**src/rtl/kab_interval_timer.sv**
```systemverilog
// Register-mapped down-counting interval timer with prescaler, auto-reload and a level interrupt.
// Sits on the I/O register bus and feeds one request line of the external interrupt controller.
module kab_interval_timer #(
  parameter int unsigned PRESCALE = 16,
  parameter int unsigned CNT_W    = 32
) (
  input  logic        Sys_Clock,
  input  logic        Sys_Reset,
  input  logic        Sys_BlockSelect,
  input  logic [3:0]  Sys_RegAddress,
  input  logic        Sys_WrEn,
  input  logic        Sys_RdEn,
  input  logic [31:0] Sys_WrData,
  output logic [31:0] Sys_RdData,
  output logic        IntReq
);

  localparam int unsigned PRE_W = (PRESCALE > 1) ? $clog2(PRESCALE) : 1;
  localparam logic [PRE_W-1:0] PRE_LAST = PRE_W'(PRESCALE - 1);

  localparam logic [3:0] ADDR_CTRL   = 4'd0;
  localparam logic [3:0] ADDR_LOAD   = 4'd1;
  localparam logic [3:0] ADDR_COUNT  = 4'd2;
  localparam logic [3:0] ADDR_STATUS = 4'd3;

  typedef enum logic {
    STOP = 1'b0,
    RUN  = 1'b1
  } timerStateT;

  timerStateT       state, stateNext;
  logic [CNT_W-1:0] count, countNext;
  logic [CNT_W-1:0] loadVal, loadNext;
  logic [PRE_W-1:0] pre, preNext;
  logic             ctrlAuto, autoNext;
  logic             ctrlIe, ieNext;
  logic             expFlag, expNext;
  logic [31:0]      rdMux, rdNext;

  logic wrAccess, rdAccess;
  logic ctrlWr, loadWr, statusWr;
  logic tick, expire;

  assign wrAccess = Sys_BlockSelect & Sys_WrEn;
  assign rdAccess = Sys_BlockSelect & Sys_RdEn;
  assign ctrlWr   = wrAccess && (Sys_RegAddress == ADDR_CTRL);
  assign loadWr   = wrAccess && (Sys_RegAddress == ADDR_LOAD);
  assign statusWr = wrAccess && (Sys_RegAddress == ADDR_STATUS);
  assign tick     = (state == RUN) && (pre == PRE_LAST);

  // State register and all timer/bus registers
  always_ff @(posedge Sys_Clock) begin
    if (Sys_Reset) begin
      state      <= STOP;
      count      <= '0;
      loadVal    <= '0;
      pre        <= '0;
      ctrlAuto   <= 1'b0;
      ctrlIe     <= 1'b0;
      expFlag    <= 1'b0;
      Sys_RdData <= '0;
    end else begin
      state      <= stateNext;
      count      <= countNext;
      loadVal    <= loadNext;
      pre        <= preNext;
      ctrlAuto   <= autoNext;
      ctrlIe     <= ieNext;
      expFlag    <= expNext;
      Sys_RdData <= rdNext;
    end
  end

  // Next-state: a stop write takes priority over a coincident tick
  always_comb begin
    stateNext = state;
    countNext = count;
    loadNext  = loadVal;
    preNext   = pre;
    autoNext  = ctrlAuto;
    ieNext    = ctrlIe;
    expNext   = expFlag;
    expire    = 1'b0;

    if (ctrlWr) begin
      autoNext = Sys_WrData[1];
      ieNext   = Sys_WrData[2];
    end
    if (loadWr) begin
      loadNext = Sys_WrData[CNT_W-1:0];
    end

    unique case (state)
      STOP: begin
        preNext = '0;
        if (ctrlWr && Sys_WrData[0]) begin
          stateNext = RUN;
          countNext = loadVal;
        end
      end
      RUN: begin
        if (ctrlWr && !Sys_WrData[0]) begin
          stateNext = STOP;
          preNext   = '0;
        end else begin
          preNext = tick ? '0 : pre + PRE_W'(1);
          if (tick) begin
            if (count != '0) begin
              countNext = count - CNT_W'(1);
            end else begin
              expire = 1'b1;
              if (ctrlAuto) begin
                countNext = loadVal;
              end else begin
                stateNext = STOP;
                countNext = '0;
              end
            end
          end
        end
      end
    endcase

    if (statusWr && Sys_WrData[0]) begin
      expNext = 1'b0;
    end
    if (expire) begin
      expNext = 1'b1;
    end
  end

  // Read path returns pre-edge values; idle cycles drive zero onto the bus
  always_comb begin
    rdMux = '0;
    unique case (Sys_RegAddress)
      ADDR_CTRL:   rdMux = 32'({ctrlIe, ctrlAuto, (state == RUN)});
      ADDR_LOAD:   rdMux = 32'(loadVal);
      ADDR_COUNT:  rdMux = 32'(count);
      ADDR_STATUS: rdMux = 32'(expFlag);
      default:     rdMux = '0;
    endcase
    rdNext = rdAccess ? rdMux : '0;
  end

  assign IntReq = expFlag & ctrlIe;

endmodule

```
**config.mk**
```make
export PLATFORM = sky130hd
export DESIGN_NAME = kab_interval_timer
export DESIGN_NICKNAME = d
export VERILOG_FILES = /design/src/rtl/kab_interval_timer.sv
export SDC_FILE = /design/constraint.sdc
export NUM_CORES = 1
export LEC_CHECK = 0
export BUFFER_PORTS_ARGS = -buffer_cell sky130_fd_sc_hd__buf_4
export CAP_MARGIN = 20
export CORE_MARGIN = 2
export CORE_UTILIZATION = 55
export CTS_CLUSTER_SIZE = 8
export DETAILED_ROUTE_END_ITERATION = 10
export PLACE_DENSITY = 0.78
export SKIP_CTS_REPAIR_TIMING = 1
export SLEW_MARGIN = 20
export SYNTH_ARGS = -nofsm -noshare
export SYNTH_HDL_FRONTEND = slang
export SYNTH_SLANG_ARGS = --single-unit
export TNS_END_PERCENT = 30
```
**constraint.sdc**
```tcl
create_clock -name Sys_Clock -period 3 [get_ports Sys_Clock]
set_input_delay 0.45 -clock Sys_Clock [delete_from_list [all_inputs] [get_ports Sys_Clock]]
set_output_delay 0.45 -clock Sys_Clock [all_outputs]
set_load 0.02 [all_outputs]
```
==> implementation parameters, run 1 <==
Parameter                              Value

Pwr
  Peak ir drop on the vdd network    273 uV
  Leak pwr    0.00213 uW
  PnR Total Power    2370 uW
  Total power per unit cell area    426 mW/mm2

Finish
  Fin nets    701
  Filler cells    737
  Sequential cell area    0.00208 mm2
  Number of inserted diodes    0
  Share of cells above drive strength 1    18.7%
  Combined area of the multi-input logic cells    0.00240 mm2
  Area growth from synthesis to layout    19.4%

Routing
  First drt pass iteration count    5
  Remaining antenna violation count after routing    0
  DRT iter0 DRCs    287
  Vias per Instance    6.13
  Overall routed net length    13100 um
  DRC errors left    0
  Post-detailed-route wirelength per cell    17.1 um
  Overall via count from detail_route    4698

STA
  Finish-stage setup viols    0
  Number of hold violations in the final report    0
  Fin Setup TNS    0 ns
  RSZ-0062 raised after global routing    no
  Worst slew margin relative to its limit    55.5%
  Shortest clock period the worst path allows after layout    2.68 ns
  Final number of max-transition violations    0
  Clock tree skew after final layout    0.0106 ns
  Worst-margin pin slew    0.668 ns
  Maximum clock frequency    373 MHz
  Final worst path period share    89.5%

Global routing
  Gr usage total    29.4%
  First-pass GRT wire length    21400 um
  Overall overflow remaining after global route    0
  Maximum number of pins on one net before global-route repair    58
  Number of antenna violations at the first check in global routing    0
  Number of global-route vias before repair    4368

Die
  Vert. Die Dim    96.2 um
  Std-Cell Rows    33
  Effective utilization at floorplan    56.9%
  Total Die Area    0.00925 mm2
  Width of the die    96.2 um
  Floorplan core area    0.00822 mm2
  Number of top-level pins    74

Clocking
  Clock transition at the register clock pins on the worst setup and hold paths after CTS    0.10 ns
  Count of clock tree sinks    104
  # H-tree levels    3
  Clock tree from TritonCTS    done
  Number of buffers on the longest clock path    2
  Clock latency on the worst-skew pair    0.37 ns
  Root buffer cell    sky130_fd_sc_hd__clkbuf_8
  Number of buffers added by the clock tree synthesis step    9

Synthesis
  Netlist cell types    52
  Number of enable flip-flop cells after synthesis    0
  Nets in the synthesized netlist    630
  Library cell with the largest summed area after synthesis    sky130_fd_sc_hd__dfxtp_1
  Proportion of netlist area held by the largest area contributor    44.5%
  Syn Area/Cell    7.98 um2
  Cell count after synthesis    586
  Post-Synthesis Cell Area    0.00467 mm2
  Top_reg_cell synth    sky130_fd_sc_hd__dfxtp_1
  Number of warnings printed during yosys synthesis    0
  Fraction of registers with async set/reset    0%
  Cell types with the highest counts after synthesis    104 x sky130_fd_sc_hd__dfxtp_1, 93 x sky130_fd_sc_hd__nand2_1, 62 x sky130_fd_sc_hd__nor2_1, 61 x sky130_fd_sc_hd__a21oi_1, 35 x sky130_fd_sc_hd__a22oi_1
  Leading cell type by number of instances after synthesis    sky130_fd_sc_hd__dfxtp_1
  Sequential cell area fraction in the yosys report    44.5%
  Flop and latch count out of synthesis    104
  Top area cells in the synthesized netlist    sky130_fd_sc_hd__dfxtp_1 45%, sky130_fd_sc_hd__nand2_1 7.5%, sky130_fd_sc_hd__a21oi_1 6.5%, sky130_fd_sc_hd__a22oi_1 5.6%, sky130_fd_sc_hd__nor2_1 5.0%

Critical path
  Type of the worst setup path    flip-flop to flip-flop
  Endpoint class of the critical path    flip-flop
  Crit-path cells    or4_1 > or4_4 > o31ai_4 > buf_4 > o21ai_1 > and3_1 > a211o_1
  Combined buffer and inverter count along the critical path    1
  Worst setup SP type    flip-flop
  Delay contributed by the slowest stage of the critical path    0.62 ns
  Slowest cell on crit path    sky130_fd_sc_hd__or4_1
  Maximum fanout along the worst path    21
  Critical path data required time    3.27 ns
  Cell family with most CP delay    simple AND/OR/NAND/NOR gates
  Data arrival time at the worst-slack endpoint    2.96 ns

Status
  Outcome    finished, final reports clean

Placement
  I/O Buffers    73
  Final RePlAce weighted congestion    0.911
  Detail Placement HPWL    9090 um

Run
  Number of violations of the max-capacitance limit    0

Worst hold path
  Type of the tightest min-delay check    input port to flip-flop
area by class of cell:
type	instances	area share [%]
clock buffers	12	2.78
clock inverters	4	0.628
inverters	6	0.404
multi-input cells	436	43.1
flip-flops and latches	104	37.3
well taps	105	2.35
repair buffers	100	13.5
where the power goes:
part / internal, uW / switching, uW
clock network: 359 / 498
registers: 1380 / 4.12
logic: 57.6 / 72.3
total: 1800 / 574
routing by layer:
| layer | GRT usage [%] | up-vias | part of all wire (%) | wire [um] |
|---|---|---|---|---|
| li1 | - | 2267 | - | - |
| met1 | 37.3 | 2215 | 42 | 5500 |
| met2 | 51.2 | 191 | 49 | 6460 |
| met3 | 4.54 | 25 | 6.9 | 908 |
| met4 | 8.93 | 0 | 1.9 | 250 |
| met5 | 0 | - | 0 | 0 |
sequential cells by signal, summed over array words and instances (netlist names):
name        cells
expFlag         1
count          32
Sys_RdData     32
state           1
ctrlIe          1
ctrlAuto        1
loadVal        32
pre             4
worst register-to-register path: cells and delay by family, from the launching register on:
kind | cells | cell delay, ns
simple gates | 3 | 1.41
compound gates | 3 | 0.51
flops | 1 | 0.37
buf+inv | 1 | 0.29
kinds of logic (layout without fill, tap and decap cells):
kind of cell | count (synthesis) | count (layout) | share of synthesized area (%)
fa+ha+maj | 3 | 3 | 0.803
compound gates | 167 | 167 | 22.6
buf+inv | 46 | 122 | 4.15
flops | 104 | 104 | 44.5
xor+xnor | 3 | 3 | 0.562
simple gates | 256 | 256 | 25.8
mux | 7 | 7 | 1.50
per-stage QoR:
stage | util [%] | area [um2] | setup WS (ns) | hold WS (ns) | instances
final | 67.9 | 5580 | 0.316 | 0.319 | 767
after global routing | 67.9 | 5580 | 0.202 | 0.309 | 767
after CTS | 67.9 | 5580 | 0.337 | 0.310 | 767
after detailed placement | 65.6 | 5390 | 0.345 | 0.441 | 751
after global placement | 65.6 | 5390 | 0.393 | 0.430 | 751
after floorplan | - | 4670 | 0.580 | 0.418 | 586
layout by cell type, fill, tap and decap left out, drive strengths merged, types with 2 or more instances in the layout:
| cell | n |
|---|---|
| o22ai | 2 |
| nor3 | 20 |
| dfxtp | 104 |
| clkbuf | 12 |
| a22o | 2 |
| ha | 3 |
| o21ai | 32 |
| nor4b | 3 |
| inv | 8 |
| nor4 | 13 |
| xnor2 | 2 |
| buf | 100 |
| o32ai | 2 |
| and3 | 7 |
| a22oi | 35 |
| nand4 | 9 |
| a31oi | 5 |
| o211ai | 2 |
| or4 | 5 |
| o21a | 2 |
| nand2b | 4 |
| clkinv | 2 |
| o31ai | 4 |
| mux2i | 7 |
| nor3b | 3 |
| nand3 | 20 |
| a211o | 6 |
| a32oi | 5 |
| nor2 | 62 |
| and2 | 6 |
| or3b | 2 |
| nand2 | 93 |
| a32o | 2 |
| a21oi | 61 |
| or3 | 7 |
worst paths after layout:
kind	endpoint	cells past startpoint	startpoint	slack [ns]
min	loadVal[18]	3	Sys_WrData[18]	0.32
max	count[17]	7	count[24]	0.32
min reg2reg	pre[0]	1	pre[0]	0.45
max reg2reg	count[17]	7	count[24]	0.32
(Power assumes the default switching activity.)
==> inputs of run 2 (changes only) <==
--- a/config.mk
+++ b/config.mk
@@ -7,6 +7,7 @@
 export LEC_CHECK = 0
 export BUFFER_PORTS_ARGS = -buffer_cell sky130_fd_sc_hd__buf_4
 export CAP_MARGIN = 20
+export CORE_ASPECT_RATIO = 1.75
 export CORE_MARGIN = 2
 export CORE_UTILIZATION = 55
 export CTS_CLUSTER_SIZE = 8
==> run 2 against run 1 <==
Sequential share of layout area down 0.91 points. First-iteration DRC count up 0.35%. Power rose by 11%. Highest routed layer unchanged. Count of clock-buffer cells in the layout down 3. Critical path type unchanged. Global-route usage rose by 3.6 points. Utilization grew 1.4 points. Register-to-register slack worse by 0.11 ns. Critical path depth stayed put. Clock power up 28%. Worst hold slack gained 0.023 ns.
==> implementation parameters, run 2 (synthesized netlist as in run 1, its figures left out) <==
Parameter                              Value

Finish
  Number of inserted diodes    0 (unchanged)
  Share of cells above drive strength 1    19.7% (+1.0 points)
  Most common cell after layout, fill and taps aside    sky130_fd_sc_hd__buf_4
  Final Util    69.3% (+1.4 points)
  Area growth from synthesis to layout    22.4%
  Leading cell types in the layout, fill and taps excluded    106 x sky130_fd_sc_hd__buf_4, 104 x sky130_fd_sc_hd__dfxtp_1, 93 x sky130_fd_sc_hd__nand2_1, 61 x sky130_fd_sc_hd__a21oi_1, 61 x sky130_fd_sc_hd__nor2_1
  Fin nets    708 (+1.0%)
  Filler cells    706 (-4.2%)
  Registers with the highest flip-flop counts    Sys_RdData: 32 flops, count: 32 flops, loadVal: 32 flops

STA
  Finish-stage setup viols    0 (unchanged)
  Number of hold violations in the final report    0 (unchanged)
  Worst-margin pin slew    0.660 ns (-0.00813 ns)
  Final number of max-transition violations    0 (unchanged)
  Fin Setup TNS    0 ns (unchanged)
  Post-route worst setup slack    0.209 ns (-0.107 ns)
  Final worst path period share    93.0% (+3.6 points)
  Shortest clock period the worst path allows after layout    2.79 ns (+0.107 ns)
  RSZ-0062 raised after global routing    no
  Maximum clock frequency    358 MHz (-3.8%)
  Clock tree skew after final layout    0.00655 ns (-0.00404 ns)
  Worst slew margin relative to its limit    56.0% (+0.54 points)

Clocking
  Clock transition at the register clock pins on the worst setup and hold paths after CTS    0.07 ns (-0.03 ns)
  Number of buffers on the longest clock path    2 (unchanged)
  Clock tree from TritonCTS    done
  Clock latency on the worst-skew pair    0.35 ns (-0.02 ns)
  Count of clock tree sinks    104 (unchanged)
  Number of buffers added by the clock tree synthesis step    9 (unchanged)
  Root buffer cell    sky130_fd_sc_hd__clkbuf_16
  # H-tree levels    3 (unchanged)

Placement
  Final RePlAce weighted congestion    1.01 (+11%)
  I/O Buffers    73 (unchanged)
  Detail Placement HPWL    10400 um (+15%)
  Worst setup timing slack at the placement stage    0.250 ns (-0.0951 ns)

Global routing
  First-pass GRT wire length    23600 um (+10%)
  Gr usage total    33.0% (+3.6 points)
  Number of antenna violations at the first check in global routing    0 (unchanged)
  Number of global-route vias before repair    4877 (+12%)
  Maximum number of pins on one net before global-route repair    58 (unchanged)
  Overall overflow remaining after global route    0 (unchanged)

Worst hold path
  Hold Path Cell Cnt    3 (unchanged)
  Type of the tightest min-delay check    input port to flip-flop
  Hold Path Sink    loadVal[14]
  Hold Crit Start    Sys_WrData[14]

Routing
  Overall routed net length    14700 um (+12%)
  First drt pass iteration count    6 (+1)
  DRT iter0 DRCs    288 (+0.35%)
  Overall via count from detail_route    4836 (+2.9%)
  Post-detailed-route wirelength per cell    19.3 um (+13%)
  Vias per Instance    6.35 (+3.7%)
  Remaining antenna violation count after routing    0 (unchanged)
  DRC errors left    0 (unchanged)

Die
  Number of top-level pins    74 (unchanged)
  Std-Cell Rows    44 (+33%)
  Total Die Area    0.00928 mm2 (+0.31%)
  Floorplan core area    0.00826 mm2 (+0.50%)
  Effective utilization at floorplan    56.6% (-0.28 points)
  Vert. Die Dim    126 um (+31%)
  Width of the die    73.7 um (-23%)

Critical path
  Crit-path cells    or4_1 > or4_4 > o31ai_4 > buf_4 > o21ai_1 > and3_1 > a211o_1
  Worst R2R Start    count[24]
  Reg2Reg Depth    7 (unchanged)
  Critical path data required time    3.24 ns (-0.03 ns)
  Endpoint class of the critical path    flip-flop
  Capture instance of the worst register-to-register path    count[29]
  Delay contributed by the slowest stage of the critical path    0.66 ns (+0.04 ns)
  Type of the worst setup path    flip-flop to flip-flop
  Maximum fanout along the worst path    13 (-38%)
  Slowest cell on crit path    sky130_fd_sc_hd__or4_1
  Data arrival time at the worst-slack endpoint    3.03 ns (+0.07 ns)
  Register-to-register setup slack    0.21 ns (-0.11 ns)
  Worst setup SP type    flip-flop

Run
  Number of violations of the max-capacitance limit    0 (unchanged)

Pwr
  Peak ir drop on the vdd network    382 uV (+40%)
  Leak pwr    0.00221 uW (+3.9%)
  Total power per unit cell area    459 mW/mm2 (+7.9%)

Status
  Outcome    finished, final reports clean
-- run 2: worst max-delay path by stage --
stage / startpoint / to / cells past startpoint
floorplan: count[4] / count[27] / 8
global placement: count[24] / count[29] / 7
detailed placement: count[24] / count[29] / 7
CTS: count[24] / count[29] / 7
global route: count[24] / count[29] / 7
finish: count[24] / count[29] / 7
-- run 2: report_power, final --
part | total (uW) | internal (uW) | switching (uW)
logic | 136 | 59.1 | 76.8
registers | 1390 | 1380 | 4.17
clock network | 1100 | 573 | 531
total | 2630 | 2020 | 612
-- run 2: through the flow --
step / cell area (um2) / power, uW / hold slack [ns] / std cells
finish: 5720 / 2630 / 0.342 / 761
global route: 5720 / 2710 / 0.341 / 761
CTS: 5720 / 2640 / 0.336 / 761
detailed placement: 5440 / 1550 / 0.449 / 745
global placement: 5440 / 1550 / 0.434 / 745
floorplan: 4670 / 1480 / 0.418 / 586
-- run 2: final cells by class --
class,instances,area (um2),area share [%]
Clock buffer,9,225,3.94
Clock inverter,7,56.3,0.984
Inverter,6,22.5,0.394
Multi-Input combinational cell,436,2400,42.0
Sequential cell,104,2080,36.4
Tap cell,92,115,2.01
Timing Repair Buffer,107,816,14.3
-- run 2: metal layers --
| layer | global-route usage, % | vias to the layer above | part of all wire, % |
|---|---|---|---|
| li1 | - | 2280 | - |
| met1 | 37.2 | 2288 | 38 |
| met2 | 56.1 | 203 | 51 |
| met3 | 5.36 | 65 | 5.2 |
| met4 | 20.4 | 0 | 5.3 |
| met5 | 0 | - | 0 |
-- run 2: critical path, delay by kind of cell (launching register included) --
kind / cells / cell delay, ns
flops: 1 / 0.38
simple gates: 3 / 1.43
buf+inv: 1 / 0.26
compound gates: 3 / 0.60
==> inputs of run 3 (changes only) <==
--- a/config.mk
+++ b/config.mk
@@ -5,6 +5,7 @@
 export SDC_FILE = /design/constraint.sdc
 export NUM_CORES = 1
 export LEC_CHECK = 0
+export ABC_AREA = 1
 export BUFFER_PORTS_ARGS = -buffer_cell sky130_fd_sc_hd__buf_4
 export CAP_MARGIN = 20
 export CORE_ASPECT_RATIO = 1.75
@@ -12,7 +13,7 @@
 export CORE_UTILIZATION = 55
 export CTS_CLUSTER_SIZE = 8
 export DETAILED_ROUTE_END_ITERATION = 10
-export PLACE_DENSITY = 0.78
+export PLACE_DENSITY = 0.77
 export SKIP_CTS_REPAIR_TIMING = 1
 export SLEW_MARGIN = 20
 export SYNTH_ARGS = -nofsm -noshare
==> run 3 against run 2 <==
First-iteration DRC count rose by 10%. Non-clock buffer count is 26 lower. Combinational power grew to 3.5 times the previous value. Global-route usage is 3.7 points lower. Clock skew rose by 0.0030 ns. Count of clock-buffer cells in the layout rose by 2. Largest cell class unchanged.
==> implementation parameters, run 3 <==
Parameter                              Value

Status
  Outcome    finished, final reports clean

Synthesis
  Nets in the synthesized netlist    799 (+27%)
  Proportion of netlist area held by the largest area contributor    40.6% (-3.9 points)
  Sequential cell area fraction in the yosys report    40.6% (-3.9 points)
  Syn Area/Cell    6.79 um2 (-15%)
  Top area cells in the synthesized netlist    sky130_fd_sc_hd__dfxtp_1 41%, sky130_fd_sc_hd__nand2_1 15%, sky130_fd_sc_hd__a21oi_1 9.8%, sky130_fd_sc_hd__nor2_1 5.3%, sky130_fd_sc_hd__nand3_1 5.1%
  Cell count after synthesis    755 (+29%)
  Top_reg_cell synth    sky130_fd_sc_hd__dfxtp_1
  Post-Synthesis Cell Area    0.00512 mm2 (+9.6%)
  Fraction of registers with async set/reset    0% (unchanged)
  Flop and latch count out of synthesis    104 (unchanged)
  Cell types with the highest counts after synthesis    208 x sky130_fd_sc_hd__nand2_1, 104 x sky130_fd_sc_hd__dfxtp_1, 100 x sky130_fd_sc_hd__a21oi_1, 72 x sky130_fd_sc_hd__nor2_1, 64 x sky130_fd_sc_hd__inv_1
  Number of enable flip-flop cells after synthesis    0 (unchanged)
  Number of warnings printed during yosys synthesis    0 (unchanged)
  Leading cell type by number of instances after synthesis    sky130_fd_sc_hd__nand2_1
  Netlist cell types    36 (-31%)
  Library cell with the largest summed area after synthesis    sky130_fd_sc_hd__dfxtp_1

Routing
  DRT iter0 DRCs    318 (+10%)
  Vias per Instance    5.49 (-14%)
  Overall via count from detail_route    5141 (+6.3%)
  Post-detailed-route wirelength per cell    15.8 um (-18%)
  DRC errors left    0 (unchanged)
  Remaining antenna violation count after routing    0 (unchanged)
  First drt pass iteration count    5 (-1)
  Overall routed net length    14800 um (+0.37%)

Placement
  I/O Buffers    73 (unchanged)
  Placed cell area    0.00571 mm2 (+5.1%)
  Final RePlAce weighted congestion    0.943 (-6.7%)
  Detail Placement HPWL    10700 um (+2.5%)

Die
  Vert. Die Dim    132 um (+4.6%)
  Number of top-level pins    74 (unchanged)
  Width of the die    77.0 um (+4.5%)
  Floorplan core area    0.00904 mm2 (+9.4%)
  Std-Cell Rows    46 (+4.5%)
  Effective utilization at floorplan    56.7% (+0.11 points)
  Total Die Area    0.0101 mm2 (+9.2%)

Finish
  Post-route cell area    0.00600 mm2 (+5.0%)
  Most common cell after layout, fill and taps aside    sky130_fd_sc_hd__nand2_1
  Number of inserted diodes    0 (unchanged)
  Fin nets    855 (+21%)
  Registers with the highest flip-flop counts    Sys_RdData: 32 flops, count: 32 flops, loadVal: 32 flops
  Area growth from synthesis to layout    17.2%
  Share of cells above drive strength 1    14.5% (-5.3 points)
  Leading cell types in the layout, fill and taps excluded    208 x sky130_fd_sc_hd__nand2_1, 104 x sky130_fd_sc_hd__dfxtp_1, 100 x sky130_fd_sc_hd__a21oi_1, 81 x sky130_fd_sc_hd__buf_4, 72 x sky130_fd_sc_hd__nor2_1

Clocking
  Clock transition at the register clock pins on the worst setup and hold paths after CTS    0.07 ns (about the same)
  # H-tree levels    3 (unchanged)
  Clock tree from TritonCTS    done
  Count of clock tree sinks    104 (unchanged)
  Clock latency on the worst-skew pair    0.35 ns (about the same)
  Number of buffers added by the clock tree synthesis step    9 (unchanged)
  Root buffer cell    sky130_fd_sc_hd__clkbuf_16
  Number of buffers on the longest clock path    2 (unchanged)

Critical path
  Worst setup SP type    flip-flop
  Maximum fanout along the worst path    36 (+23)
  Type of the worst setup path    flip-flop to flip-flop
  Data arrival time at the worst-slack endpoint    2.31 ns (-0.72 ns)
  Endpoint class of the critical path    flip-flop
  Critical path data required time    3.24 ns (about the same)

Global routing
  Overall overflow remaining after global route    0 (unchanged)
  Number of global-route vias before repair    5059 (+3.7%)
  Gr usage total    29.3% (-3.7 points)
  Number of antenna violations at the first check in global routing    0 (unchanged)
  Maximum number of pins on one net before global-route repair    51 (-12%)
  First-pass GRT wire length    23400 um (-0.82%)

STA
  RSZ-0062 raised after global routing    no
  Maximum clock frequency    483 MHz (+35%)
  Worst-margin pin slew    0.806 ns (+0.146 ns)
  Final worst path period share    69.0% (-24 points)
  Final number of max-transition violations    0 (unchanged)
  Finish-stage setup viols    0 (unchanged)
  Clock tree skew after final layout    0.00954 ns (+0.00299 ns)
  Shortest clock period the worst path allows after layout    2.07 ns (-0.720 ns)
  Worst slew margin relative to its limit    46.1% (-9.9 points)
  Number of hold violations in the final report    0 (unchanged)
  Fin Setup TNS    0 ns (unchanged)

Pwr
  PnR Total Power    3040 uW (+16%)
  Part of the power in combinational logic    15.6% (+10 points)
  Net switching power of the design    834 uW (+36%)
  Peak ir drop on the vdd network    341 uV (-11%)
  Total power per unit cell area    506 mW/mm2 (+10%)
  Proportion of total power due to net switching    27.4% (+4.1 points)
  Part of the power in the clock network    38.1% (-3.9 points)
  Internal power of the cells    2210 uW (+9.5%)
  Leak pwr    0.00253 uW (+14%)
  Sequential share of power    46.4% (-6.4 points)

Run
  Number of violations of the max-capacitance limit    0 (unchanged)

Worst hold path
  Type of the tightest min-delay check    input port to flip-flop
==> run 3: logic make-up (layout without fill, tap and decap cells) <==
group | after synthesis | in the layout | synth area share (%)
and+or+nand+nor | 365 | 365 | 30.7
AOI/OAI and AO/OA | 163 | 163 | 16.7
xor gates and xnor gates | 18 | 18 | 3.08
adders and majority gates | 3 | 3 | 0.732
buffers and inverters | 102 | 163 | 8.13
DFF | 104 | 104 | 40.6
==> run 3: power groups by stage <==
stage               logic [uW]  clock network [uW]  registers (uW)
finish                     473                1160            1410
global route               519                1220            1410
CTS                        471                1170            1410
detailed placement         467                   0            1440
global placement           461                   0            1440
floorplan                  319                   0            1440
==> run 3: per-layer routing <==
layer | up-vias | global-route usage, % | wire, um
met5 | - | 0 | 0
met4 | 0 | 15.1 | 594
met3 | 45 | 4.60 | 617
met2 | 167 | 55.8 | 8020
met1 | 2380 | 30.0 | 5530
li1 | 2549 | - | -
==> run 3: metrics by stage <==
stage	utilization [%]	hold slack (ns)	instances	worst slack, ns
finish	66.4	0.367	936	0.929
global route	66.4	0.370	936	0.687
CTS	66.4	0.355	936	0.906
detailed placement	63.2	0.452	920	0.772
global placement	63.2	0.427	920	0.887
floorplan	-	0.418	755	1.34
==> run 3: final timing paths <==
kind / from / end / slack [ns] / cells past startpoint
hold reg to reg: pre[0] / pre[0] / 0.46 / 1
setup reg to reg: pre[0] / count[1] / 0.93 / 10
setup / recovery: pre[0] / count[1] / 0.93 / 10
hold / removal: Sys_WrData[2] / ctrlIe / 0.37 / 3
==> run 3: final cells by class <==
type                            count  area, um2
Timing Repair Buffer               81        608
Fill cell                         817       3030
Tap cell                          120        150
Clock buffer                       11        233
Clock inverter                      5       57.6
Inverter                           66        248
Multi-Input combinational cell    549       2630
Sequential cell                   104       2080
==> run 3: worst max-delay path, cell delays in order (launching register included) <==
cell	delay, ns
sky130_fd_sc_hd__dfxtp_1	0.35
sky130_fd_sc_hd__ha_1	0.17
sky130_fd_sc_hd__nand2_1	0.07
sky130_fd_sc_hd__nor2_1	0.09
sky130_fd_sc_hd__inv_1	0.06
sky130_fd_sc_hd__nand2_1	0.12
sky130_fd_sc_hd__inv_1	0.11
sky130_fd_sc_hd__nor2_4	0.58
sky130_fd_sc_hd__o21ai_0	0.20
sky130_fd_sc_hd__a21oi_1	0.16
sky130_fd_sc_hd__nor2_1	0.05
